==> config.mk <==
export PLATFORM = sky130hd
export DESIGN_NAME = superfx_reg_writeback
export DESIGN_NICKNAME = d
export VERILOG_FILES = /design/src/rtl/sfx_regfile_pkg.sv /design/src/rtl/sfx_reg16_bytewrite.sv /design/src/rtl/superfx_reg_writeback.sv
export SDC_FILE = /design/constraint.sdc
export NUM_CORES = 1
export LEC_CHECK = 0
export CORE_MARGIN = 10
export CORE_UTILIZATION = 40
export CTS_CLUSTER_DIAMETER = 40
export DETAILED_ROUTE_END_ITERATION = 12
export GPL_TIMING_DRIVEN = 1
export PLACE_DENSITY = 0.68
export REMOVE_ABC_BUFFERS = 1
export SYNTH_ARGS = -nofsm -noshare
export SYNTH_HDL_FRONTEND = slang
export SYNTH_HIERARCHICAL = 1
export SYNTH_SLANG_ARGS = --single-unit
==> constraint.sdc <==
create_clock -name clk -period 3.1 [get_ports clk]
set_clock_uncertainty 0.15 [all_clocks]
set_input_delay 0.62 -clock clk [delete_from_list [all_inputs] [get_ports clk]]
set_output_delay 0.62 -clock clk [all_outputs]
set_load 0.1 [all_outputs]
==> src/rtl/sfx_regfile_pkg.sv <==
// Shared definitions for the SuperFX general register file write side:
// register index constants, the 16-bit word type and the default reset value.
package sfx_regfile_pkg;

    typedef logic [15:0] word_t;

    localparam logic [3:0] R_LOOPCNT  = 4'd12;
    localparam logic [3:0] R_LOOPADDR = 4'd13;
    localparam logic [3:0] R_ROMADDR  = 4'd14;
    localparam logic [3:0] R_PC       = 4'd15;

    localparam word_t SFX_RESET_VAL = 16'h0000;

    // Decrement with natural wrap (0000 -> FFFF), used by the LOOP counter.
    function automatic word_t word_dec(input word_t v);
        return v - 16'h0001;
    endfunction

    // Increment with natural wrap (FFFF -> 0000), used by the program counter.
    function automatic word_t word_inc(input word_t v);
        return v + 16'h0001;
    endfunction

endpackage

==> src/rtl/sfx_reg16_bytewrite.sv <==
// One 16-bit general register with independent low/high byte-lane write
// enables. Updates on the falling clock edge; asynchronous active-low reset.
module sfx_reg16_bytewrite
    import sfx_regfile_pkg::*;
#(
    parameter word_t RESET_VAL = SFX_RESET_VAL
) (
    input  logic        clk,
    input  logic        reset,
    input  logic        we_l,
    input  logic        we_h,
    input  logic [15:0] d,
    output logic [15:0] q
);

    // Byte-lane storage: each enabled lane takes the matching byte of d.
    always_ff @(negedge clk or negedge reset) begin
        if (!reset) begin
            q <= RESET_VAL;
        end else begin
            if (we_l) begin
                q[7:0] <= d[7:0];
            end
            if (we_h) begin
                q[15:8] <= d[15:8];
            end
        end
    end

endmodule

==> src/rtl/superfx_reg_writeback.sv <==
// SuperFX register-file write-back controller: commits Z-bus results into
// R0-R15 with per-lane control, advances R15, runs LOOP on R12/R13 and raises
// a ROM fetch request on every R14 write.
// Optional feature macro: SFX_LOOP_EN (LOOP decrement/branch). When it is not
// defined, loopen is ignored, loop_zero stays 0 and R12/R13 are plain registers.
module superfx_reg_writeback
    import sfx_regfile_pkg::*;
#(
    parameter logic [15:0] RESET_VAL = SFX_RESET_VAL
) (
    input  logic         clk,
    input  logic         reset,
    input  logic [15:0]  z,
    input  logic [3:0]   zsel,
    input  logic         enable_l,
    input  logic         disable_l,
    input  logic         enable_h,
    input  logic         disable_h,
    input  logic         pcen,
    input  logic         cchld,
    input  logic         loopen,
    input  logic         rom_ack,
    output logic [255:0] regs,
    output logic         rom_req,
    output logic [15:0]  rom_addr,
    output logic         loop_zero,
    output logic         rn15
);

    logic        wr_l_s;
    logic        wr_h_s;
    logic        zwr_s;
    logic        zwr_r12_s;
    logic        zwr_r14_s;
    logic        zwr_r15_s;
    logic        loop_act_s;
    logic        loop_nz_s;
    logic        branch_s;
    word_t       dec_s;
    logic [15:0] we_l_s;
    logic [15:0] we_h_s;
    word_t       d_s [16];
    word_t       q_s [16];
    logic        rom_req_r;
    logic        loop_zero_r;
    logic        rn15_r;

    assign wr_l_s    = enable_l & ~disable_l;
    assign wr_h_s    = enable_h & ~disable_h;
    assign zwr_s     = wr_l_s | wr_h_s;
    assign zwr_r12_s = zwr_s & (zsel == R_LOOPCNT);
    assign zwr_r14_s = zwr_s & (zsel == R_ROMADDR);
    assign zwr_r15_s = zwr_s & (zsel == R_PC);

`ifdef SFX_LOOP_EN
    assign loop_act_s = loopen;
`else
    assign loop_act_s = loopen & 1'b0;
`endif

    // The branch decision always uses the pre-edge R12/R13 values.
    assign dec_s     = word_dec(q_s[R_LOOPCNT]);
    assign loop_nz_s = (dec_s != 16'h0000);
    assign branch_s  = loop_act_s & loop_nz_s & ~zwr_r15_s & ~cchld;

    // Per-register lane enables and next data, with R12/R15 special muxes.
    always_comb begin
        for (int i = 0; i < 16; i++) begin
            we_l_s[i] = wr_l_s & (zsel == 4'(i));
            we_h_s[i] = wr_h_s & (zsel == 4'(i));
            d_s[i]    = z;
        end

        // R12: a Z write owns the register; otherwise LOOP decrements it.
        if (!zwr_r12_s && loop_act_s) begin
            we_l_s[R_LOOPCNT] = 1'b1;
            we_h_s[R_LOOPCNT] = 1'b1;
            d_s[R_LOOPCNT]    = dec_s;
        end else begin
            d_s[R_LOOPCNT]    = z;
        end

        // R15 priority: Z write > cache-load hold > loop branch > pcen.
        if (zwr_r15_s) begin
            d_s[R_PC] = z;
        end else if (cchld) begin
            we_l_s[R_PC] = 1'b0;
            we_h_s[R_PC] = 1'b0;
        end else if (branch_s) begin
            we_l_s[R_PC] = 1'b1;
            we_h_s[R_PC] = 1'b1;
            d_s[R_PC]    = q_s[R_LOOPADDR];
        end else if (pcen) begin
            we_l_s[R_PC] = 1'b1;
            we_h_s[R_PC] = 1'b1;
            d_s[R_PC]    = word_inc(q_s[R_PC]);
        end else begin
            d_s[R_PC]    = z;
        end
    end

    for (genvar g = 0; g < 16; g++) begin : g_reg
        sfx_reg16_bytewrite #(
            .RESET_VAL (RESET_VAL)
        ) u_reg (
            .clk  (clk),
            .reset(reset),
            .we_l (we_l_s[g]),
            .we_h (we_h_s[g]),
            .d    (d_s[g]),
            .q    (q_s[g])
        );
        assign regs[16*g +: 16] = q_s[g];
    end

    // Status flags: ROM request handshake, loop-zero result and R15 load pulse.
    always_ff @(negedge clk or negedge reset) begin
        if (!reset) begin
            rom_req_r   <= 1'b0;
            loop_zero_r <= 1'b0;
            rn15_r      <= 1'b0;
        end else begin
            if (zwr_r14_s) begin
                rom_req_r <= 1'b1;
            end else if (rom_ack) begin
                rom_req_r <= 1'b0;
            end
            if (loop_act_s) begin
                loop_zero_r <= ~loop_nz_s;
            end
            rn15_r <= zwr_r15_s | branch_s;
        end
    end

    assign rom_req   = rom_req_r;
    assign rom_addr  = q_s[R_ROMADDR];
    assign loop_zero = loop_zero_r;
    assign rn15      = rn15_r;

endmodule

==> flow_summary.json <==
{
  "hold_violations": 0,
  "yosys-top-cells-area": "dfrtn_1, mux2_4, buf_6, buf_4, nor2_1",
  "clockBufferDepth": 3,
  "grt_overflow_total": 0,
  "synth_xor_area_share_pct": 1.061,
  "synth_top_area_share_pct": 55.87,
  "worstSkewPairLatency_ns": 0.52,
  "final_antenna_net_count": 0,
  "slew_viol_final": 0,
  "p_leak_nw": 10.09,
  "antenna_found_initial": 1,
  "hp-class": "flop to flop",
  "synth_top_area_cell": "dfrtn_1",
  "synth_mux_area_share_pct": 35.04,
  "yosysSeqAreaShare_pct": 55.87,
  "required_ns": 2.33,
  "cts_buffers": 37,
  "synth_flop_cell": "dfrtn_1",
  "synth-adder-area-share_pct": 0.1083,
  "yosysWarnings": 6,
  "drt-wirelength-per-cell_um": 24.88,
  "start_util_pct": 40.37,
  "rows": 62,
  "synth_edf_count": 0,
  "crit_chain": "buf_12",
  "grt_max_degree": 39,
  "finalNonFillerCells": 1662,
  "power.density_mw_per_mm2": 931.7,
  "crit_path_end_kind": "primary output",
  "ctsRootBufferMaster": "clkbuf_16",
  "grt_pass1_wl_um": 60730,
  "critPathKind": "flop to primary output",
  "io_buffers": 302,
  "crit_buf_inv": 1,
  "vdd_drop_max_mv": 0.6468,
  "io_pins": 305,
  "setup_viol": 520,
  "first_global_vias": 9030,
  "synth_seq_cells": 258,
  "synth_top_family_by_area": "multiplexers",
  "numPlacedInstances": 1428,
  "place_congestion": 0.8083,
  "worstRegToRegCells": 9,
  "cap_violations": 0,
  "fp.dieW_um": 190.0,
  "post-route-worst-setup-slack_ns": -0.5574,
  "drt_iter0_drc": 388,
  "drc": 0,
  "die_y_um": 190.0,
  "layout.nets": 1280,
  "holdPathStages": 1,
  "rsz0062_at_grt": "yes",
  "critPathTopFamily": "flip-flops",
  "drt-total-wl_um": 41350,
  "netlist_area_mm2": 0.01156,
  "track_usage_pct": 22.01,
  "cts_sinks": 258,
  "clkTransAtPathRegs_ns": 0.04,
  "crit_arrival_ns": 2.89,
  "slowest_stage": "dfrtn_1",
  "cts_htree_levels": 2,
  "synth_simple_gate_area_share_pct": 2.934,
  "synth_commonest_cells": "mux2_4, dfrtn_1, buf_6",
  "cp_num_cells": 1,
  "cts_tree": "done",
  "start_kind": "flop",
  "syn_avg_cell_area_um2": 17.02,
  "postSynth.asyncResetShare_pct": 100.0,
  "vias": 7950,
  "cp_max_fo": 3,
  "violations": "setup timing",
  "hpwl_um": 27360,
  "synth_cell_types": 29,
  "cp_slowest_stage_delay_ns": 0.60,
  "drive_above_1_share_pct": 74.47,
  "syn_inst": 679,
  "synth-compound-area-share_pct": 0.2815,
  "areaGrowthSynthToFinish_pct": 86.78,
  "core_area_mm2": 0.02863,
  "place_ws_ns": -1.829,
  "drtPass1Iterations": 4,
  "die-area_mm2": 0.03609,
  "drt-vias-per-instance": 4.783,
  "status": "complete, but fails checks",
  "synth_most_common_cell": "mux2_4"
}
kinds of logic after synthesis:
family | after synthesis
adders and majority gates | 1
AOI/OAI and AO/OA | 4
xor gates and xnor gates | 14
other | 1
DFF | 258
buffers and inverters | 58
and+or+nand+nor | 71
muxes | 272
per-layer routing:
layer | track usage (%) | vias to the layer above | part of all wire (%)
met2 | 34.70 | 292 | 47
met3 | 9.978 | 43 | 10
met1 | 27.31 | 4116 | 41
met5 | 0 | - | 0
li1 | - | 3499 | -
met4 | 4.457 | 0 | 1.5
worst paths after layout:
check / from / to / slack [ns]
setup / recovery: g_reg[14].u_reg/q[13] / rom_addr[13] / -0.56
hold reg to reg: rom_req / rom_req / 0.36
hold / removal: rom_req / rom_req / 0.36
max in group asynchronous: reset / g_reg[13].u_reg/q[14] / 0.93
min in group asynchronous: reset / g_reg[4].u_reg/q[1] / 1.30
setup reg to reg: g_reg[15].u_reg/q[0] / g_reg[15].u_reg/q[12] / 0.53
metrics by stage:
| step | power (mW) | hold WS [ns] | utilization (%) | cell area, um2 | TNS [ns] |
|---|---|---|---|---|---|
| 4_1_cts | 19.94 | 0.3590 | 73.77 | 21120 | -128.44 |
| 3_3_place_gp | 15.02 | 0.3471 | 63.94 | 18300 | -291.68 |
| 5_1_grt | 20.64 | 0.3787 | 75.40 | 21580 | -143.76 |
| 2_1_floorplan | 10.89 | 0.9493 | - | 11030 | -253.52 |
| 3_5_place_dp | 15.10 | 0.3591 | 63.94 | 18300 | -295.79 |
| 6_report | 20.11 | 0.3569 | 75.40 | 21580 | -129.37 |
placed cells by master (no fill, tap or decap), types with 2 or more instances in the layout:
cell type and instances:
buf_12 291, buf_2 2, buf_4 211, buf_6 34, buf_8 28, bufinv_16 4
clkbuf_1 2, clkbuf_16 39, clkdlybuf4s50_1 16, clkinv_2 6, clkinv_4 2, clkinvlp_4 5
dfrtn_1 258, dlygate4sd2_1 2, inv_1 4, inv_6 8, mux2_2 5, mux2_4 266
nand2_1 4, nand2_2 3, nand2_8 3, nand2b_4 2, nand3_1 5, nand4_1 5
nand4b_1 2, nor2_4 30, nor2b_4 3, nor4_1 6, o21bai_4 2, xnor2_1 6
xor2_1 8
what timing repair did:
action,4_1_cts,5_1_grt
buffers inserted,120,50
setup endpoints to repair,531,527
pin swaps,25,15
cloned,1,0
gates resized for setup,210,26
hold buffers,0,0
state kept, by name, summed over array words and instances (netlist names):
| name | flops |
|---|---|
| rn15 | 1 |
| rom_req | 1 |
| g.u_reg/q | 256 |
cell type report:
| cell class | count | area (um2) |
|---|---|---|
| Clock buffer | 42 | 997.2 |
| Inverter | 4 | 15.01 |
| Timing Repair Buffer | 585 | 8413 |
| Tap cell | 384 | 480.5 |
| Antenna cell | 1 | 2.502 |
| Sequential cell | 258 | 6456 |
| Multi-Input combinational cell | 363 | 4945 |
| Clock inverter | 25 | 275.3 |
| Fill cell | 1527 | 7041 |
report_power, final:
| part | switching [mW] | internal (mW) |
|---|---|---|
| clock | 1.66 | 2.69 |
| combinational | 6.54 | 4.28 |
| sequential | 0.841 | 4.10 |
Note: power is estimated with default switching activity, not from simulation.
